--- config.mk ---
export PLATFORM = sky130hd
export DESIGN_NAME = control_unit
export DESIGN_NICKNAME = d
export VERILOG_FILES = /design/src/rtl/control_unit.sv
export SDC_FILE = /design/constraint.sdc
export NUM_CORES = 1
export LEC_CHECK = 0
export ABC_CLOCK_PERIOD_IN_PS = 2200
export CORE_MARGIN = 2
export CORE_UTILIZATION = 23
export DETAILED_ROUTE_END_ITERATION = 8
export PLACE_DENSITY = 0.5
export SLEW_MARGIN = 25
export SYNTH_ARGS = -nofsm -noshare
export SYNTH_HDL_FRONTEND = slang
export SYNTH_SLANG_ARGS = --single-unit
--- constraint.sdc ---
create_clock -name clk -period 2.2 [get_ports clk]
set_input_delay 0.44 -clock clk [delete_from_list [all_inputs] [get_ports clk]]
set_output_delay 0.44 -clock clk [all_outputs]
set_load 0.01 [all_outputs]
--- src/rtl/control_unit.sv ---
// K&S processor control unit: instruction-sequencing FSM, retired-instruction
// counter and sticky halt. Optional single-step mode under KS_SINGLE_STEP_EN.

package k_and_s_pkg;

    typedef enum logic [3:0] {
        I_NOP    = 4'd0,
        I_LOAD   = 4'd1,
        I_STORE  = 4'd2,
        I_MOVE   = 4'd3,
        I_ADD    = 4'd4,
        I_SUB    = 4'd5,
        I_AND    = 4'd6,
        I_OR     = 4'd7,
        I_BRANCH = 4'd8,
        I_BZERO  = 4'd9,
        I_BNZERO = 4'd10,
        I_BNEG   = 4'd11,
        I_BNNEG  = 4'd12,
        I_BOV    = 4'd13,
        I_BNOV   = 4'd14,
        I_HALT   = 4'd15
    } decoded_instruction_type;

    localparam logic [1:0] OP_ADD = 2'b00;
    localparam logic [1:0] OP_AND = 2'b01;
    localparam logic [1:0] OP_OR  = 2'b10;
    localparam logic [1:0] OP_SUB = 2'b11;

endpackage

module control_unit
    import k_and_s_pkg::*;
(
    input  logic                    clk,
    input  logic                    rst_n,
    input  decoded_instruction_type decoded_instruction,
    input  logic                    zero_op,
    input  logic                    neg_op,
    input  logic                    unsigned_overflow,
    input  logic                    signed_overflow,
`ifdef KS_SINGLE_STEP_EN
    input  logic                    step_req,
`endif
    output logic                    branch,
    output logic                    pc_enable,
    output logic                    ir_enable,
    output logic                    addr_sel,
    output logic                    c_sel,
    output logic [1:0]              operation,
    output logic                    write_reg_enable,
    output logic                    flags_reg_enable,
    output logic                    ram_write_enable,
    output logic                    halt,
    output logic [15:0]             instr_count
);

    typedef enum logic [2:0] {
        S_FETCH     = 3'd0,
        S_LOAD_IR   = 3'd1,
        S_DECODE    = 3'd2,
        S_EXECUTE   = 3'd3,
        S_HALT      = 3'd4
`ifdef KS_SINGLE_STEP_EN
        ,
        S_STEP_WAIT = 3'd5
`endif
    } state_t;

`ifdef KS_SINGLE_STEP_EN
    localparam state_t IDLE_STATE = S_STEP_WAIT;
`else
    localparam state_t IDLE_STATE = S_FETCH;
`endif

    state_t      state;
    state_t      next_state;
    logic        halt_q;
    logic [15:0] count_q;
    logic        take_branch;
    logic        is_mem_op;

    // No branch condition looks at signed overflow; kept on the port for symmetry.
    logic unused_signed_overflow;
    assign unused_signed_overflow = signed_overflow;

    assign is_mem_op = (decoded_instruction == I_LOAD) || (decoded_instruction == I_STORE);

    always_comb begin
        take_branch = 1'b0;
        case (decoded_instruction)
            I_BRANCH: take_branch = 1'b1;
            I_BZERO:  take_branch = zero_op;
            I_BNZERO: take_branch = ~zero_op;
            I_BNEG:   take_branch = neg_op;
            I_BNNEG:  take_branch = ~neg_op;
            I_BOV:    take_branch = unsigned_overflow;
            I_BNOV:   take_branch = ~unsigned_overflow;
            default:  take_branch = 1'b0;
        endcase
    end

    always_ff @(posedge clk or negedge rst_n) begin
        if (!rst_n) begin
            state   <= IDLE_STATE;
            halt_q  <= 1'b0;
            count_q <= 16'd0;
        end else begin
            state <= next_state;
            if (state == S_DECODE && decoded_instruction == I_HALT) begin
                halt_q  <= 1'b1;
                count_q <= count_q + 16'd1;
            end else if (state == S_EXECUTE) begin
                count_q <= count_q + 16'd1;
            end
        end
    end

    always_comb begin
        next_state       = state;
        branch           = 1'b0;
        pc_enable        = 1'b0;
        ir_enable        = 1'b0;
        addr_sel         = 1'b0;
        c_sel            = 1'b0;
        operation        = OP_ADD;
        write_reg_enable = 1'b0;
        flags_reg_enable = 1'b0;
        ram_write_enable = 1'b0;

        case (state)
            S_FETCH: begin
                next_state = S_LOAD_IR;
            end

            S_LOAD_IR: begin
                ir_enable  = 1'b1;
                pc_enable  = 1'b1;
                next_state = S_DECODE;
            end

            S_DECODE: begin
                // Present the operand address a cycle early so the RAM read lands in EXECUTE.
                addr_sel   = is_mem_op;
                next_state = (decoded_instruction == I_HALT) ? S_HALT : S_EXECUTE;
            end

            S_EXECUTE: begin
                next_state = IDLE_STATE;
                case (decoded_instruction)
                    I_ADD, I_SUB, I_AND, I_OR: begin
                        write_reg_enable = 1'b1;
                        flags_reg_enable = 1'b1;
                        case (decoded_instruction)
                            I_SUB:   operation = OP_SUB;
                            I_AND:   operation = OP_AND;
                            I_OR:    operation = OP_OR;
                            default: operation = OP_ADD;
                        endcase
                    end
                    I_MOVE: begin
                        operation        = OP_OR;
                        write_reg_enable = 1'b1;
                    end
                    I_LOAD: begin
                        addr_sel         = 1'b1;
                        c_sel            = 1'b1;
                        write_reg_enable = 1'b1;
                    end
                    I_STORE: begin
                        addr_sel         = 1'b1;
                        ram_write_enable = 1'b1;
                    end
                    I_BRANCH, I_BZERO, I_BNZERO, I_BNEG, I_BNNEG, I_BOV, I_BNOV: begin
                        branch    = take_branch;
                        pc_enable = take_branch;
                    end
                    default: ;
                endcase
            end

            S_HALT: begin
                next_state = S_HALT;
            end

`ifdef KS_SINGLE_STEP_EN
            S_STEP_WAIT: begin
                next_state = step_req ? S_FETCH : S_STEP_WAIT;
            end
`endif

            default: next_state = IDLE_STATE;
        endcase
    end

    assign halt        = halt_q;
    assign instr_count = count_q;

endmodule

Word level (Yosys, flattened, before mapping)
Cells that the tools add are included.
{"block": "totals", "memories": 0, "elab_cells": 56, "ram_bits": 0, "register_bits": 20, "mem_bits_ro": 0, "latch_bits": 0, "output_inout_bits": 27, "in_bits": 10}
{"block": "op_classes", "muxes": 22, "n_lt_le_gt_ge": 0, "multipliers": 0, "eq_ne": 19, "bitwise": 3, "n_shift": 0, "n_div": 0, "add_sub_neg": 1, "reduce_logical": 8}
{"operator": "equality test 4 bit (second input constant)", "n": 8}
{"operator": "2-to-1 mux 16 bit", "n": 2}
{"operator": "adder 16 x 1 -> 16 bit (second input constant)", "n": 1}
{"operator": "equality test 4 x 3 -> 1 bit (second input constant)", "n": 4}
{"operator": "2-to-1 mux 1 bit", "n": 12}
{"operator": "case mux 3 bit (4 select lines)", "n": 1}
{"operator": "equality test 4 x 2 -> 1 bit (second input constant)", "n": 2}
{"operator": "case mux 1 bit (7 select lines)", "n": 1}
{"operator": "OR reduction 7 bit", "n": 1}
{"operator": "equality test 3 x 2 -> 1 bit (second input constant)", "n": 2}
{"operator": "case mux 2 bit (3 select lines)", "n": 1}
{"operator": "OR reduction 6 bit", "n": 1}
{"operator": "equality test 4 x 1 -> 1 bit (second input constant)", "n": 1}
{"operator": "case mux 1 bit (2 select lines)", "n": 2}
{"operator": "case mux 2 bit (2 select lines)", "n": 1}
{"operator": "OR reduction 4 bit", "n": 1}
{"operator": "equality test 3 x 1 -> 1 bit (second input constant)", "n": 1}
{"operator": "equality test 3 bit (second input constant)", "n": 1}
{"operator": "zero test 3 bit", "n": 1}
{"operator": "2-to-1 mux 3 bit", "n": 1}
{"operator": "NOT 1 bit", "n": 3}
{"operator": "2-to-1 mux 2 bit", "n": 1}
{"operator": "nonzero test 2 bit", "n": 1}
{"operator": "OR reduction 2 bit", "n": 1}
{"operator": "2 further kinds", "n": 2}

Longest topological paths before layout
{"block": "depth", "ltp_word": 4, "depth_mapped": 6, "mapped_depth_nobuf": 5}

Worst setup path before layout
Ideal clock, no wire load.
{"block": "synth_path", "kind": "input to output", "start": "in decoded_instruction[0]", "end": "out pc_enable", "required_time_ps": 1760, "arrival_ps": 1603, "n_path_buf": 1, "stages": 5, "slack_ps": 157, "path_cell_list": "buf_2 -> nor2_1 -> a221o_1 -> a211oi_1 -> or2_2"}
{"block": "synth_via", "elab_chain_cells": 4, "elab_cells_between_ends": 11, "cone_classes": "7 x eq/ne; 3 x mux; 1 x reduce/logical"}
{"item": "start, declared", "line": "37", "rtl": "input decoded_instruction_type decoded_instruction,"}
{"item": "equality test 4 bit", "line": "91, 150"}
{"item": "case mux 1 bit (7 select lines) / OR reduction 7 bit (equally long branches)", "line": "91, 150"}
{"item": "2-to-1 mux 1 bit (*)", "line": "150", "rtl": "case (decoded_instruction)"}
{"item": "case mux 1 bit (2 select lines) (*)", "line": "131", "rtl": "case (state)"}
{"item": "end, declared", "line": "46", "rtl": "output logic pc_enable,"}
Every way passes the cells marked *; elsewhere a longest branch is shown, timed or not.

Worst setup path after layout
Same ends and word-level chain as after synthesis.

==> PnR_summary.wiki <==
{| class="wikitable"
! Metric !! Value
|-
| Outcome || completed
|-
| Clock network power share || 0.191
|-
| 1st-iter DRT viols || 11
|-
| Slack of the critical path || around 0.083 ns
|-
| Sequential cell area fraction in the yosys report || 0.4614
|-
| Share of cells above drive strength 1 || 0.2357
|-
| Family with the most delay on the worst path || compound AO/OA/AOI/OAI gates
|-
| Post-DP Area || around 1600 um^2
|-
| Fraction of power consumed by combinational cells || 0.431
|-
| Die Footprint || 5282 um^2
|-
| Critical path peak fanout || 5
|-
| CTS max path bufs || 2
|-
| Static power due to leakage || between 0.7 and 0.8 nW
|-
| Number of endpoints failing setup at the final stage || 0
|-
| Crit path time final || ~2.1 ns
|-
| Post-synth cell types || 33
|-
| Cell area after synthesis || roughly 1100 um^2
|-
| Slowest stage delay, CP || 0.28 ns
|-
| Launching element type of the critical path || input pin
|-
| Wire length of the first global-routing pass || 4485 um
|-
| Kind of critical path || input pin to primary output
|-
| Antenna violations before repair || 0
|-
| Number of warning messages in the yosys log || 0
|-
| Number of synthesized flops with an enable pin || 0
|-
| Post-detailed-route count of antenna-violating nets || 0
|-
| Power spent charging and discharging nets || ~0.46 mW
|-
| Core region area || around 4400 um^2
|-
| Cell Count, Final, Fillers Out || about 210
|-
| I/O pin cnt || 37
|-
| Sequential group share of total power || 0.378
|-
| H-Tree Level Count || 1
|-
| Insertion delay to the later sink of the worst-skew pair || approximately 0.25 ns
|-
| Overflow after GRT || 0
|-
| Hold/Removal Path Class || flip-flop to flip-flop
|-
| Row Count || 24
|-
| Net switching share of the total power || 0.3254
|-
| Diodes inserted || 0
|-
| WP data arrival || about 1.7 ns
|-
| Effective utilization at floorplan || 0.2441
|-
| Maximum number of pins on one net before global-route repair || 21
|-
| Die Ht || 72.68 um
|-
| Largest clock skew in the final design || approximately 0.0013 ns
|-
| Number of sinks handled by clock tree synthesis || 20
|-
| Layout overhead on the synthesized area || 53.52%
|-
| Number of buffers and inverters on the critical path || 2
|-
| Via/cell ratio || 4.569
|-
| Endpoint required time on the critical path || approximately 1.8 ns
|-
| Synthesized netlist net count || around 120
|-
| Wire length after detailed routing || around 2500 um
|-
| Number of nets in the finished design || 169
|-
| CTS root buf || clkbuf_8
|-
| Final standard cell utilization of the core || 0.3747
|-
| Routed wire per std cell || about 12 um
|-
| Cts bufs inserted || 3
|-
| Post-detail-place hpwl || about 2000 um
|-
| Critical Path, Cell by Cell || dlygate4sd2_1 -> nor2b_1 -> a221o_1 -> a211oi_2 -> or2_4 -> buf_2
|-
| P_int || about 0.96 mW
|-
| TritonCTS clock tree || yes
|-
| Worst setup slack before clock tree synthesis || -0.6067 ns
|-
| Number of port buffers || 35
|-
| Max Transition Viols Final || 0
|-
| Transition time at the pin with the least slew margin || around 0.32 ns
|-
| Clk slew on worst S/H paths || roughly 0.070 ns
|-
| Most used flip-flop cell after synthesis || dfrtp_1
|-
| Maximum ir drop on the vdd rail || around 550 uV
|-
| Power, Total || 1.423 mW
|-
| Max frequency || about 0.47 GHz
|-
| Global router's overall resource usage || 0.1063
|-
| Endpoint class of the critical path || primary output
|-
| Placer Congestion || 0.7702
|-
| Slowest cell on the critical path || dlygate4sd2_1
|-
| Max capacitance violation total || 0
|-
| Pwr Density || ~850 nW/um^2
|-
| Fin. Hold Viols || 0
|-
| Final worst path period share || 0.9621
|-
| Vias in the first global route || roughly 1,000
|-
| Cell area after layout || 1665 um^2
|-
| Avg Inst Size Synth || roughly 10 um^2
|-
| Proportion of register bits with asynchronous set or reset after synthesis || 1.000
|-
| DRC viols || 0
|-
| Vias post-DR || around 960
|-
| Chip Width || between 70 and 80 um
|-
| Cells after Synth || 104
|-
| Number of placed instances, taps included || 206
|-
| Worst relative slew slack || 0.7869
|-
| FF+latch count, synth || 20
|-
| First-pass iteration count of the detailed router || 4
|}
## per-layer routing
layer / track usage / wire length [um]
met5: 0 / 0
met4: 0.03086 / 12
met3: 0.02072 / 158
met2: 0.1798 / 1199
met1: 0.1377 / 1165
## state kept, by name, summed over array words and instances (netlist names)
| register | flops |
|---|---|
| instr_count | 16 |
| state | 3 |
| halt | 1 |
## final timing paths
path	start	to	slack [ns]	cells after the start
min reg2reg	instr_count[15]	instr_count[15]	0.48	1
min	instr_count[15]	instr_count[15]	0.48	1
max reg2reg	state[2]	instr_count[15]	0.46	5
max	decoded_instruction[0]	pc_enable	0.08	6
min in group asynchronous	rst_n	instr_count[9]	0.52	2
max in group asynchronous	rst_n	halt	1.48	2
## layout by cell type (no fill, tap or decap), types with 2 or more instances in the layout
master | synthesis | routed
and3_1 | 3 | 3
buf_4 | 1 | 19
clkbuf_2 | 0 | 2
clkbuf_8 | 0 | 4
clkdlybuf4s50_1 | 0 | 19
dfrtp_1 | 20 | 20
dlygate4sd2_1 | 0 | 8
dlymetal6s2s_1 | 0 | 3
mux2_2 | 2 | 2
nand2_1 | 11 | 11
nand2b_1 | 2 | 2
nand3_1 | 2 | 2
nand4_1 | 6 | 6
nor2_1 | 11 | 11
nor2b_1 | 4 | 4
nor4_1 | 3 | 3
xnor2_1 | 10 | 10
xor2_1 | 6 | 6
## metrics by stage
stage	setup TNS (ns)	hold WS [ns]
6_report	0	0.4803
3_5_place_dp	-3.530	0.4681
5_1_grt	-0.0006954	0.5080
3_3_place_gp	-3.586	0.4521
2_1_floorplan	0	0.1444
4_1_cts	0	0.4898
## cell type report
cell class | instances | area [um^2]
Multi-Input combinational cell | 78 | 564.3
Sequential cell | 20 | 500.5
Timing Repair Buffer | 54 | 476.7
Clock buffer | 4 | 55.05
Inverter | 1 | 3.754
Tap cell | 52 | 65.06
Fill cell | 458 | 2779
## timing repair
action	4_1_cts	5_1_grt
pin swaps	2	4
resized for setup	21	10
setup endpoints to repair	9	5
setup buffers	0	0
hold buffers	0	0
## power by group through the flow
stage / clock, mW / sequential, mW / combinational [mW]
2_1_floorplan: 0 / 0.567 / 0.257
3_3_place_gp: 0 / 0.539 / 0.622
3_5_place_dp: 0 / 0.548 / 0.635
4_1_cts: 0.282 / 0.543 / 0.623
5_1_grt: 0.301 / 0.557 / 0.672
6_report: 0.271 / 0.538 / 0.614
## synthesized netlist by cell type, drive strengths merged, types with 3 or more instances
library cell  number  share of area
nor2b              4          0.023
xor2               6          0.048
nand2             11          0.038
and3               3          0.017
nor2              11          0.038
dfrtp             20           0.46
buf                5          0.037
nor4               4          0.037
xnor2             10          0.081
nand4              6          0.035
## cell families (layout without fill, tap and decap cells)
| family | Yosys count | after routing | synth area share |
|---|---|---|---|
| AOI/OAI and AO/OA | 7 | 7 | 0.05882 |
| xor gates and xnor gates | 16 | 16 | 0.1292 |
| adders and majority gates | 1 | 1 | 0.01153 |
| buffers and inverters | 6 | 59 | 0.04037 |
| DFF | 20 | 20 | 0.4614 |
| muxes | 2 | 2 | 0.02076 |
| and+or+nand+nor | 52 | 52 | 0.2780 |
No activity file was read; power rests on OpenSTA's default activity.
